==> src/rtl/mem_pkg.sv <==
// Shared constants and helpers for the main-memory initiator.
// Contents:
//   DATA_W / ADDR_W / DEPTH / READ_LATENCY / LEN_W  - port and memory geometry
//   IDLE, WRITE, READ, DRAIN, ERR                  - FSM state encodings
//   range_err()                                    - request bounds check
package mem_pkg;

  localparam int DATA_W       = 16;
  localparam int ADDR_W       = 16;
  localparam int DEPTH        = 512;
  localparam int READ_LATENCY = 1;
  localparam int LEN_W        = 8;

  // DEPTH widened by one bit so address + length sums cannot overflow.
  localparam logic [ADDR_W:0] DEPTH_EXT = (ADDR_W + 1)'(DEPTH);

  localparam logic [2:0] IDLE  = 3'd0;
  localparam logic [2:0] WRITE = 3'd1;
  localparam logic [2:0] READ  = 3'd2;
  localparam logic [2:0] DRAIN = 3'd3;
  localparam logic [2:0] ERR   = 3'd4;

  // A request is rejected when its start address lies outside memory, or
  // when a read burst would run past the last word. Addresses never wrap.
  function automatic logic range_err(input logic              write,
                                     input logic [ADDR_W-1:0] addr,
                                     input logic [LEN_W-1:0]  len);
    logic [ADDR_W:0] start;
    logic [ADDR_W:0] finish;
    start  = {1'b0, addr};
    finish = start + {{(ADDR_W + 1 - LEN_W){1'b0}}, len} + {{ADDR_W{1'b0}}, 1'b1};
    return (start >= DEPTH_EXT) || (!write && (finish > DEPTH_EXT));
  endfunction

endpackage

==> src/rtl/mem_rd_pipe.sv <==
// Read-tag pipeline: a READ_LATENCY-deep shift register of {valid, last}
// tags that tracks read addresses in flight so the response flags line up
// with the memory's registered read data.
// Ports:
//   clock, reset         - system clock, synchronous active-high reset
//   in_valid, in_last    - tag for the address presented this cycle
//   out_valid, out_last  - tag aligned with mem_val this cycle
//   empty                - no tags behind the output stage; once the output
//                          beat is consumed the pipeline is drained
module mem_rd_pipe
  import mem_pkg::*;
(
  input  logic clock,
  input  logic reset,
  input  logic in_valid,
  input  logic in_last,
  output logic out_valid,
  output logic out_last,
  output logic empty
);

  logic [READ_LATENCY-1:0] valid_reg;
  logic [READ_LATENCY-1:0] last_reg;
  logic [READ_LATENCY-1:0] valid_next;
  logic [READ_LATENCY-1:0] last_next;

  generate
    for (genvar gi = 0; gi < READ_LATENCY; gi++) begin : g_stage
      if (gi == 0) begin : g_head
        assign valid_next[gi] = in_valid;
        assign last_next[gi]  = in_valid & in_last;
      end else begin : g_tail
        assign valid_next[gi] = valid_reg[gi-1];
        assign last_next[gi]  = last_reg[gi-1];
      end
    end
  endgenerate

  always_ff @(posedge clock) begin
    if (reset) begin
      valid_reg <= '0;
      last_reg  <= '0;
    end else begin
      valid_reg <= valid_next;
      last_reg  <= last_next;
    end
  end

  assign out_valid = valid_reg[READ_LATENCY-1];
  assign out_last  = last_reg[READ_LATENCY-1];

  generate
    if (READ_LATENCY == 1) begin : g_empty_single
      assign empty = 1'b1;
    end else begin : g_empty_multi
      assign empty = ~|valid_reg[READ_LATENCY-2:0];
    end
  endgenerate

endmodule

==> src/rtl/mem_master.sv <==
// Initiator for the 16-bit main-memory port. Takes single-word writes and
// 1..256-word read bursts on a valid/ready request channel, issues one read
// address per cycle, and returns read data in order on a response channel
// with no backpressure. Out-of-range requests get a single error beat and
// never touch memory.
// Ports:
//   clock, reset                       - system clock, sync active-high reset
//   req_valid/req_ready                - request handshake (ready iff IDLE)
//   req_write/req_addr/req_wdata/req_len - request fields (len = words-1)
//   resp_valid/resp_data/resp_last/resp_err - response beats
//   mem_address/mem_data_in/mem_write  - drive the memory
//   mem_val                            - registered read data from memory
module mem_master
  import mem_pkg::*;
(
  input  logic              clock,
  input  logic              reset,
  input  logic              req_valid,
  output logic              req_ready,
  input  logic              req_write,
  input  logic [ADDR_W-1:0] req_addr,
  input  logic [DATA_W-1:0] req_wdata,
  input  logic [LEN_W-1:0]  req_len,
  output logic              resp_valid,
  output logic [DATA_W-1:0] resp_data,
  output logic              resp_last,
  output logic              resp_err,
  output logic [ADDR_W-1:0] mem_address,
  output logic [DATA_W-1:0] mem_data_in,
  output logic              mem_write,
  input  logic [DATA_W-1:0] mem_val
);

  logic [2:0]        state_reg;
  logic [2:0]        state_next;
  logic              ready_reg;
  logic [ADDR_W-1:0] addr_reg;
  logic [DATA_W-1:0] wdata_reg;
  logic              mem_write_reg;
  logic [LEN_W-1:0]  count_reg;
  logic              ack_valid_reg;
  logic              ack_err_reg;

  logic accept;
  logic req_err;
  logic pipe_in_valid;
  logic pipe_in_last;
  logic pipe_valid;
  logic pipe_last;
  logic pipe_empty;

  assign accept  = req_valid & ready_reg;
  assign req_err = range_err(req_write, req_addr, req_len);

  // One tag per read address presented; count_reg holds words still to issue
  // after the current one, so zero marks the final address of the burst.
  assign pipe_in_valid = (state_reg == READ);
  assign pipe_in_last  = (count_reg == '0);

  mem_rd_pipe u_rd_pipe (
    .clock     (clock),
    .reset     (reset),
    .in_valid  (pipe_in_valid),
    .in_last   (pipe_in_last),
    .out_valid (pipe_valid),
    .out_last  (pipe_last),
    .empty     (pipe_empty)
  );

  always_comb begin
    state_next = state_reg;
    case (state_reg)
      IDLE: begin
        if (accept) begin
          if (req_err)        state_next = ERR;
          else if (req_write) state_next = WRITE;
          else                state_next = READ;
        end
      end
      WRITE:   state_next = IDLE;
      ERR:     state_next = IDLE;
      // The final address always leaves at least one beat in flight.
      READ:    if (count_reg == '0) state_next = DRAIN;
      DRAIN:   if (pipe_empty) state_next = IDLE;
      default: state_next = IDLE;
    endcase
  end

  always_ff @(posedge clock) begin
    if (reset) begin
      state_reg     <= IDLE;
      ready_reg     <= 1'b1;
      addr_reg      <= '0;
      wdata_reg     <= '0;
      mem_write_reg <= 1'b0;
      count_reg     <= '0;
      ack_valid_reg <= 1'b0;
      ack_err_reg   <= 1'b0;
    end else begin
      state_reg     <= state_next;
      ready_reg     <= (state_next == IDLE);
      mem_write_reg <= 1'b0;
      ack_valid_reg <= 1'b0;
      ack_err_reg   <= 1'b0;
      case (state_reg)
        IDLE: begin
          if (accept) begin
            if (req_err) begin
              // Error ack only; memory-side registers are left untouched.
              ack_valid_reg <= 1'b1;
              ack_err_reg   <= 1'b1;
            end else if (req_write) begin
              addr_reg      <= req_addr;
              wdata_reg     <= req_wdata;
              mem_write_reg <= 1'b1;
              ack_valid_reg <= 1'b1;
            end else begin
              addr_reg  <= req_addr;
              count_reg <= req_len;
            end
          end
        end
        READ: begin
          if (count_reg != '0) begin
            addr_reg  <= addr_reg + {{(ADDR_W-1){1'b0}}, 1'b1};
            count_reg <= count_reg - {{(LEN_W-1){1'b0}}, 1'b1};
          end
        end
        default: ;
      endcase
    end
  end

  assign req_ready   = ready_reg;
  assign mem_address = addr_reg;
  assign mem_data_in = wdata_reg;
  assign mem_write   = mem_write_reg;

  // Write/error acks and read beats never overlap: acks leave IDLE for one
  // cycle only, while read beats start a cycle after READ is entered.
  assign resp_valid = ack_valid_reg | pipe_valid;
  assign resp_last  = ack_valid_reg | pipe_last;
  assign resp_err   = ack_err_reg;
  assign resp_data  = pipe_valid ? mem_val : '0;

endmodule

==> config.mk <==
export PLATFORM = sky130hd
export DESIGN_NAME = mem_master
export DESIGN_NICKNAME = d
export VERILOG_FILES = /design/src/rtl/mem_pkg.sv /design/src/rtl/mem_rd_pipe.sv /design/src/rtl/mem_master.sv
export SDC_FILE = /design/constraint.sdc
export NUM_CORES = 1
export LEC_CHECK = 0
export CORE_MARGIN = 1
export CORE_UTILIZATION = 48
export CTS_CLUSTER_DIAMETER = 30
export DETAILED_ROUTE_END_ITERATION = 12
export GPL_TIMING_DRIVEN = 0
export PLACE_DENSITY = 0.86
export SLEW_MARGIN = 20
export SYNTH_ARGS = -nofsm -noshare
export SYNTH_HDL_FRONTEND = slang
export SYNTH_HIERARCHICAL = 1
export SYNTH_SLANG_ARGS = --single-unit
==> constraint.sdc <==
create_clock -name clock -period 9.5 [get_ports clock]
set_clock_uncertainty 0.2 [all_clocks]
set_input_delay 1.9 -clock clock [delete_from_list [all_inputs] [get_ports clock]]
set_output_delay 1.9 -clock clock [all_outputs]
set_load 0.02 [all_outputs]
Word level (Yosys, flattened, before mapping)
Index checks and enable logic that the tools add are counted.
{ "op_classes": {"reduce_logical": 13, "n_bitwise": 7, "div": 0, "multipliers": 0, "add_sub_neg": 4, "muxes": 18, "magnitude_cmp": 2, "n_eq_ne": 5, "n_shift": 0} }
{ "op_table": {"columns": ["cell", "n"], "rows": [
  ["16-bit two-way mux", 4],
  ["8-bit two-way mux", 4],
  ["16-bit one-hot mux with 2 select lines", 1],
  ["16-bit by 8-bit adder with 17-bit output", 1],
  ["17-bit by 1-bit adder with 17-bit output (second input constant)", 1],
  ["17-bit by 10-bit greater-than comparator with 1-bit output (second input constant)", 1],
  ["16-bit by 1-bit adder with 16-bit output (second input constant)", 1],
  ["16-bit by 10-bit >= comparator with 1-bit output (second input constant)", 1],
  ["8-bit one-hot mux with 2 select lines", 1],
  ["3-bit two-way mux", 3],
  ["8-bit zero test", 1],
  ["2-bit != test (second input constant)", 4],
  ["4-bit AND reduction", 2],
  ["8-bit nonzero test", 1],
  ["8-bit by 1-bit subtractor with 8-bit output (second input constant)", 1],
  ["3-bit zero test", 2],
  ["3-bit one-hot mux with 2 select lines", 1],
  ["5-bit AND reduction", 1],
  ["4-bit OR reduction", 1],
  ["3-bit by 2-bit == test with 1-bit output (second input constant)", 1],
  ["1-bit two-way mux", 3],
  ["1-bit inverter", 3],
  ["3-bit OR reduction", 1],
  ["1-bit bitwise AND", 2],
  ["other kinds (6)", 7]
]} }
{ "totals": {"romBits": 0, "reg_bits": 49, "wordCells": 59, "output_inout_bits": 53, "ramBits": 0, "latchBits": 0, "n_memories": 0, "inputBits": 60} }

Depth between registers and ports, before layout
{ "depth": {"depth_word": 9, "depth_mapped": 13} }

By module
The synthesis kept the hierarchy.
{ "by_module_without_submodules": {"columns": ["module", "seq_area_each_um2", "area_each_um2", "instances", "cells_per_inst"], "rows": [
  ["mem_master", 940.9, 2942.8, 1, 387],
  ["mem_rd_pipe", 40.0, 66.3, 1, 6]
]} }

Least setup slack after synthesis
Ideal clock, no wire load.
{ "synth_timing": {"path_kind": "input to register", "start": "input req_addr[0]", "end": "register ready_reg, in the netlist req_ready", "setup_time_ns": 0.128, "n_path_buf": 0, "arrival_ns": 4.320, "path_slack_ns": 4.852, "stages": 12, "cell_sequence": "inv_1 ha_1 inv_1 fa_1 a21oi_1 o21bai_1 a31oi_1 xor2_1 nand4_2 or4_4 a2111oi_4 nor3_1"} }
{ "synth_via": {"elab_chain_cells": 9} }
{ "synth_rtl": {"columns": ["item", "line", "rtl"], "rows": [
  ["start, declared", "mem_master.sv:21", "input logic [ADDR_W-1:0] req_addr,"],
  ["16-bit by 8-bit adder with 17-bit output", "mem_pkg.sv:31", "finish = start + {{(ADDR_W + 1 - LEN_W){1'b0}}, len} + {{ADDR_W{1'b0}}, 1'b1};"],
  ["17-bit by 1-bit adder with 17-bit output", "mem_pkg.sv:31", null],
  ["17-bit by 10-bit greater-than comparator with 1-bit output", "mem_pkg.sv:32", "return (start >= DEPTH_EXT) || (!write && (finish > DEPTH_EXT));"],
  ["1-bit logical AND", "mem_pkg.sv:32", null],
  ["1-bit logical OR (*)", "mem_pkg.sv:32", null],
  ["3-bit two-way mux (*)", "mem_master.sv:75", "if (req_err) state_next = ERR;"],
  ["3-bit two-way mux (*)", "mem_master.sv:74", "if (accept) begin"],
  ["3-bit one-hot mux with 2 select lines (*)", "mem_master.sv:72", "case (state_reg)"],
  ["3-bit zero test (*)", "mem_master.sv:101", "ready_reg <= (state_next == IDLE);"],
  ["end signal, assigned", "mem_master.sv:101", null],
  ["end, declared", "mem_master.sv:36", "logic ready_reg;"]
]} }
Every way passes the cells marked *; elsewhere a longest branch is shown, timed or not.
A chain may end at the register's enable or synchronous reset.

Worst setup path after layout
{ "layout_timing": {"start": "input mem_val[11]", "end": "output resp_data[11]"} }
{ "layout_via": {"elab_chain_cells": 1} }
{ "layout_rtl": {"columns": ["item", "line", "rtl"], "rows": [
  ["start, declared", "mem_master.sv:31", "input logic [DATA_W-1:0] mem_val"],
  ["16-bit two-way mux", "mem_master.sv:144", "assign resp_data = pipe_valid ? mem_val : '0;"],
  ["end, declared", "mem_master.sv:25", "output logic [DATA_W-1:0] resp_data,"]
]} }
Every way passes these cells.

==> summary.txt <==
Status: completed
# clock sinks: 49
Mapped Nets: 464
CP Launch Type: input pin
Root buf cell: clkbuf_8
Synth warn: 6
First-pass GRT wire length: 14,900 um
Peak Freq: 193.0 MHz
Area grow syn2layout: 44.07%
Diodes inserted: 0
Mux contribution to synthesized area: 0.003742
Post-layout minimum cycle time: 5182 ps
IO Port Bufs: 112
Routed len/inst: 16.21 um
Via count: 3,427
Final GP Congestion: 0.8878
Final Hold Fails: 0
Post-route antenna net violation count: 0
Tot GR Track Use: 0.2917
Leakage power: 0.001527 uW
Syn Inst Count: 393
Largest net degree at the start of global routing: 16
#FFs+latches synth: 49
Synth cell types: 60
Crit path max fanout: 1
Crit path max-delay cell type: clkdlybuf4s50_1
RSZ-0062 raised after global routing: no
GRT overflow: 0
Setup violators final: 0
Worst skew pair latency: 310 ps
Routed vias/inst: 5.828
PwrDens: 106.8 mW/mm^2
Syn avg cell area: 7.657 sq um
Core area: 0.005991 sq mm
Worst path top cell family by delay: buffers and inverters
Max clock buf depth: 2
Die ar.: 0.006589 sq mm
WL final: 9530 um
Top post-synthesis cells by area: dfxtp_1 33%, a21oi_1 8.8%, nand2_1 7.5%
Initial antenna violation count: 0
Simple-gate portion of the synthesized area: 0.2911
Compound-Gate Fraction of Synth Area: 0.2615
Main combinational cell family by area after synthesis: simple AND/OR/NAND/NOR gates
EDFF count, synth: 0
Hold_buf cts: 0
DRC: 0
Final Slew Violations: 0
Num ports: 113
Syn Std Cell Area: 0.003009 sq mm
Num CTS Buffers: 5
Die span in y: 81.18 um
Post-CTS Resized: 0
Actual slew at the worst max-slew pin: 644.8 ps
Setup TNS: 0 ps
Die W: 81.18 um
Most frequent cells in the layout: 112 x clkdlybuf4s50_1, 60 x nand2_1, 53 x a21oi_1
Final nets: 583
Clock transition at path regs: 90 ps
VDD IR max: 0.00008305 V
Commonest non-fill, non-tap cell in the layout: clkdlybuf4s50_1
Slew HR: 0.5701
Post-DP HPWL: 7251 um
TritonRoute pass-1 iters: 5
Register area share after synthesis: 0.3260
CP arrival: 3080 ps
Buf+Inv Stages, Crit Path: 2
Final period util: 0.5454
Pwr Total: 462.9 uW
Worst hold path type: flop to flop
Reg2reg setup slack: 6600 ps
FFs w/ async S/R, synth: 0
Max-Cap Viols: 0
Top cell type's share of synthesized area: 0.3260
1st-iter DRT viols: 348
CP Class: input pin to output pin
Initial Util: 0.5023
Critical path, cell by cell: clkdlybuf4s50_1 > and2_1 > clkdlybuf4s50_1
Largest area contributor in the netlist: dfxtp_1
Share of cells above drive strength 1: 0.07797
Crit. End Element: output pin
Max H-tree Level: 2
Post-synthesis xor/xnor area fraction: 0.02328
TritonCTS clock tree: built
Std cell rows: 28
Critical Path RT: 7400 ps
Worst stage delay on the critical path: 590 ps
Synth Area in Adders: 0.04823
Crit-path most repeated cell: clkdlybuf4s50_1
Post-synth top flop: dfxtp_1
Post-CTS Setup Inserts: 0
Vias in the first global route: 3,204
area by class of cell:
class	count	area (sq um)
Multi-Input combinational cell	312	1893
Fill cell	516	1655
Timing Repair Buffer	112	1121
Buffer	23	101.3
Inverter	9	33.78
Clock buffer	6	72.57
Tap cell	75	93.84
Clock inverter	2	38.79
Sequential cell	49	980.9
metal layers:
metal  vias up  routed length [um]  track usage
li1       1646                   -            -
met5         -                   0            0
met2       176                4770       0.5160
met3        16                 808      0.04607
met4         0                 169      0.09464
met1      1589                3781       0.3582
through the flow:
step | hold WS, ps | instances | cell area (sq um) | util | setup WS [ps]
after floorplan | 270.2 | 393 | 3009 | - | 4852
after CTS | 261.8 | 588 | 4335 | 0.7237 | 4309
final | 260.4 | 588 | 4335 | 0.7237 | 4318
after global routing | 279.4 | 588 | 4335 | 0.7237 | 4258
after global placement | 243.4 | 580 | 4224 | 0.7051 | 4221
after detailed placement | 248.5 | 580 | 4224 | 0.7051 | 4166
worst reg2reg max path, stage by stage, from the launching register on:
cell      delay (ps)
dfxtp_1          320
inv_1             90
ha_1             180
nand2b_1         100
or3_1            390
or4_4            480
a21oi_1          210
a311o_1          310
buf_2            280
o211ai_1         130
o31ai_1          110
where the power goes:
group / switching (uW) / internal (uW) / total, uW
registers: 4.80 / 209 / 214
clock network: 73.2 / 79.2 / 152
logic: 46.7 / 49.6 / 96.4
total: 125 / 338 / 463
final timing paths:
check | cells after the start | from | to
setup reg to reg | 10 | count_reg[0]$_SDFFE_PP0P_ | mem_address[2]$_SDFFE_PP0P_
hold reg to reg | 2 | mem_data_in[1]$_SDFFE_PP0P_ | mem_data_in[1]$_SDFFE_PP0P_
setup / recovery | 3 | mem_val[11] | resp_data[11]
hold / removal | 2 | mem_data_in[1]$_SDFFE_PP0P_ | mem_data_in[1]$_SDFFE_PP0P_
cell usage after synthesis, types with 3 or more instances:
cell / count
nor2_1: 25
xor2_1: 4
xnor2_1: 4
ha_1: 10
a21oi_1: 53
nand2b_1: 5
or2_2: 6
nor4_1: 8
clkbuf_1: 18
a31o_2: 6
dfxtp_1: 49
nand3_1: 7
and2_1: 18
nand3b_1: 3
o21a_1: 3
buf_2: 3
a211oi_2: 3
o21ai_0: 17
nor3_1: 21
inv_1: 9
a22oi_1: 3
or3_1: 5
o32ai_1: 8
nand2_1: 60
kinds of logic (layout without fill, tap and decap cells):
logic type / after synthesis / in the layout
other cells: 1 / 1
xor+xnor: 8 / 8
fa+ha+maj: 11 / 11
buf+inv: 32 / 152
flops: 49 / 49
simple gates: 174 / 174
mux: 1 / 1
compound gates: 117 / 117
Power figures use the tool's default switching activity.
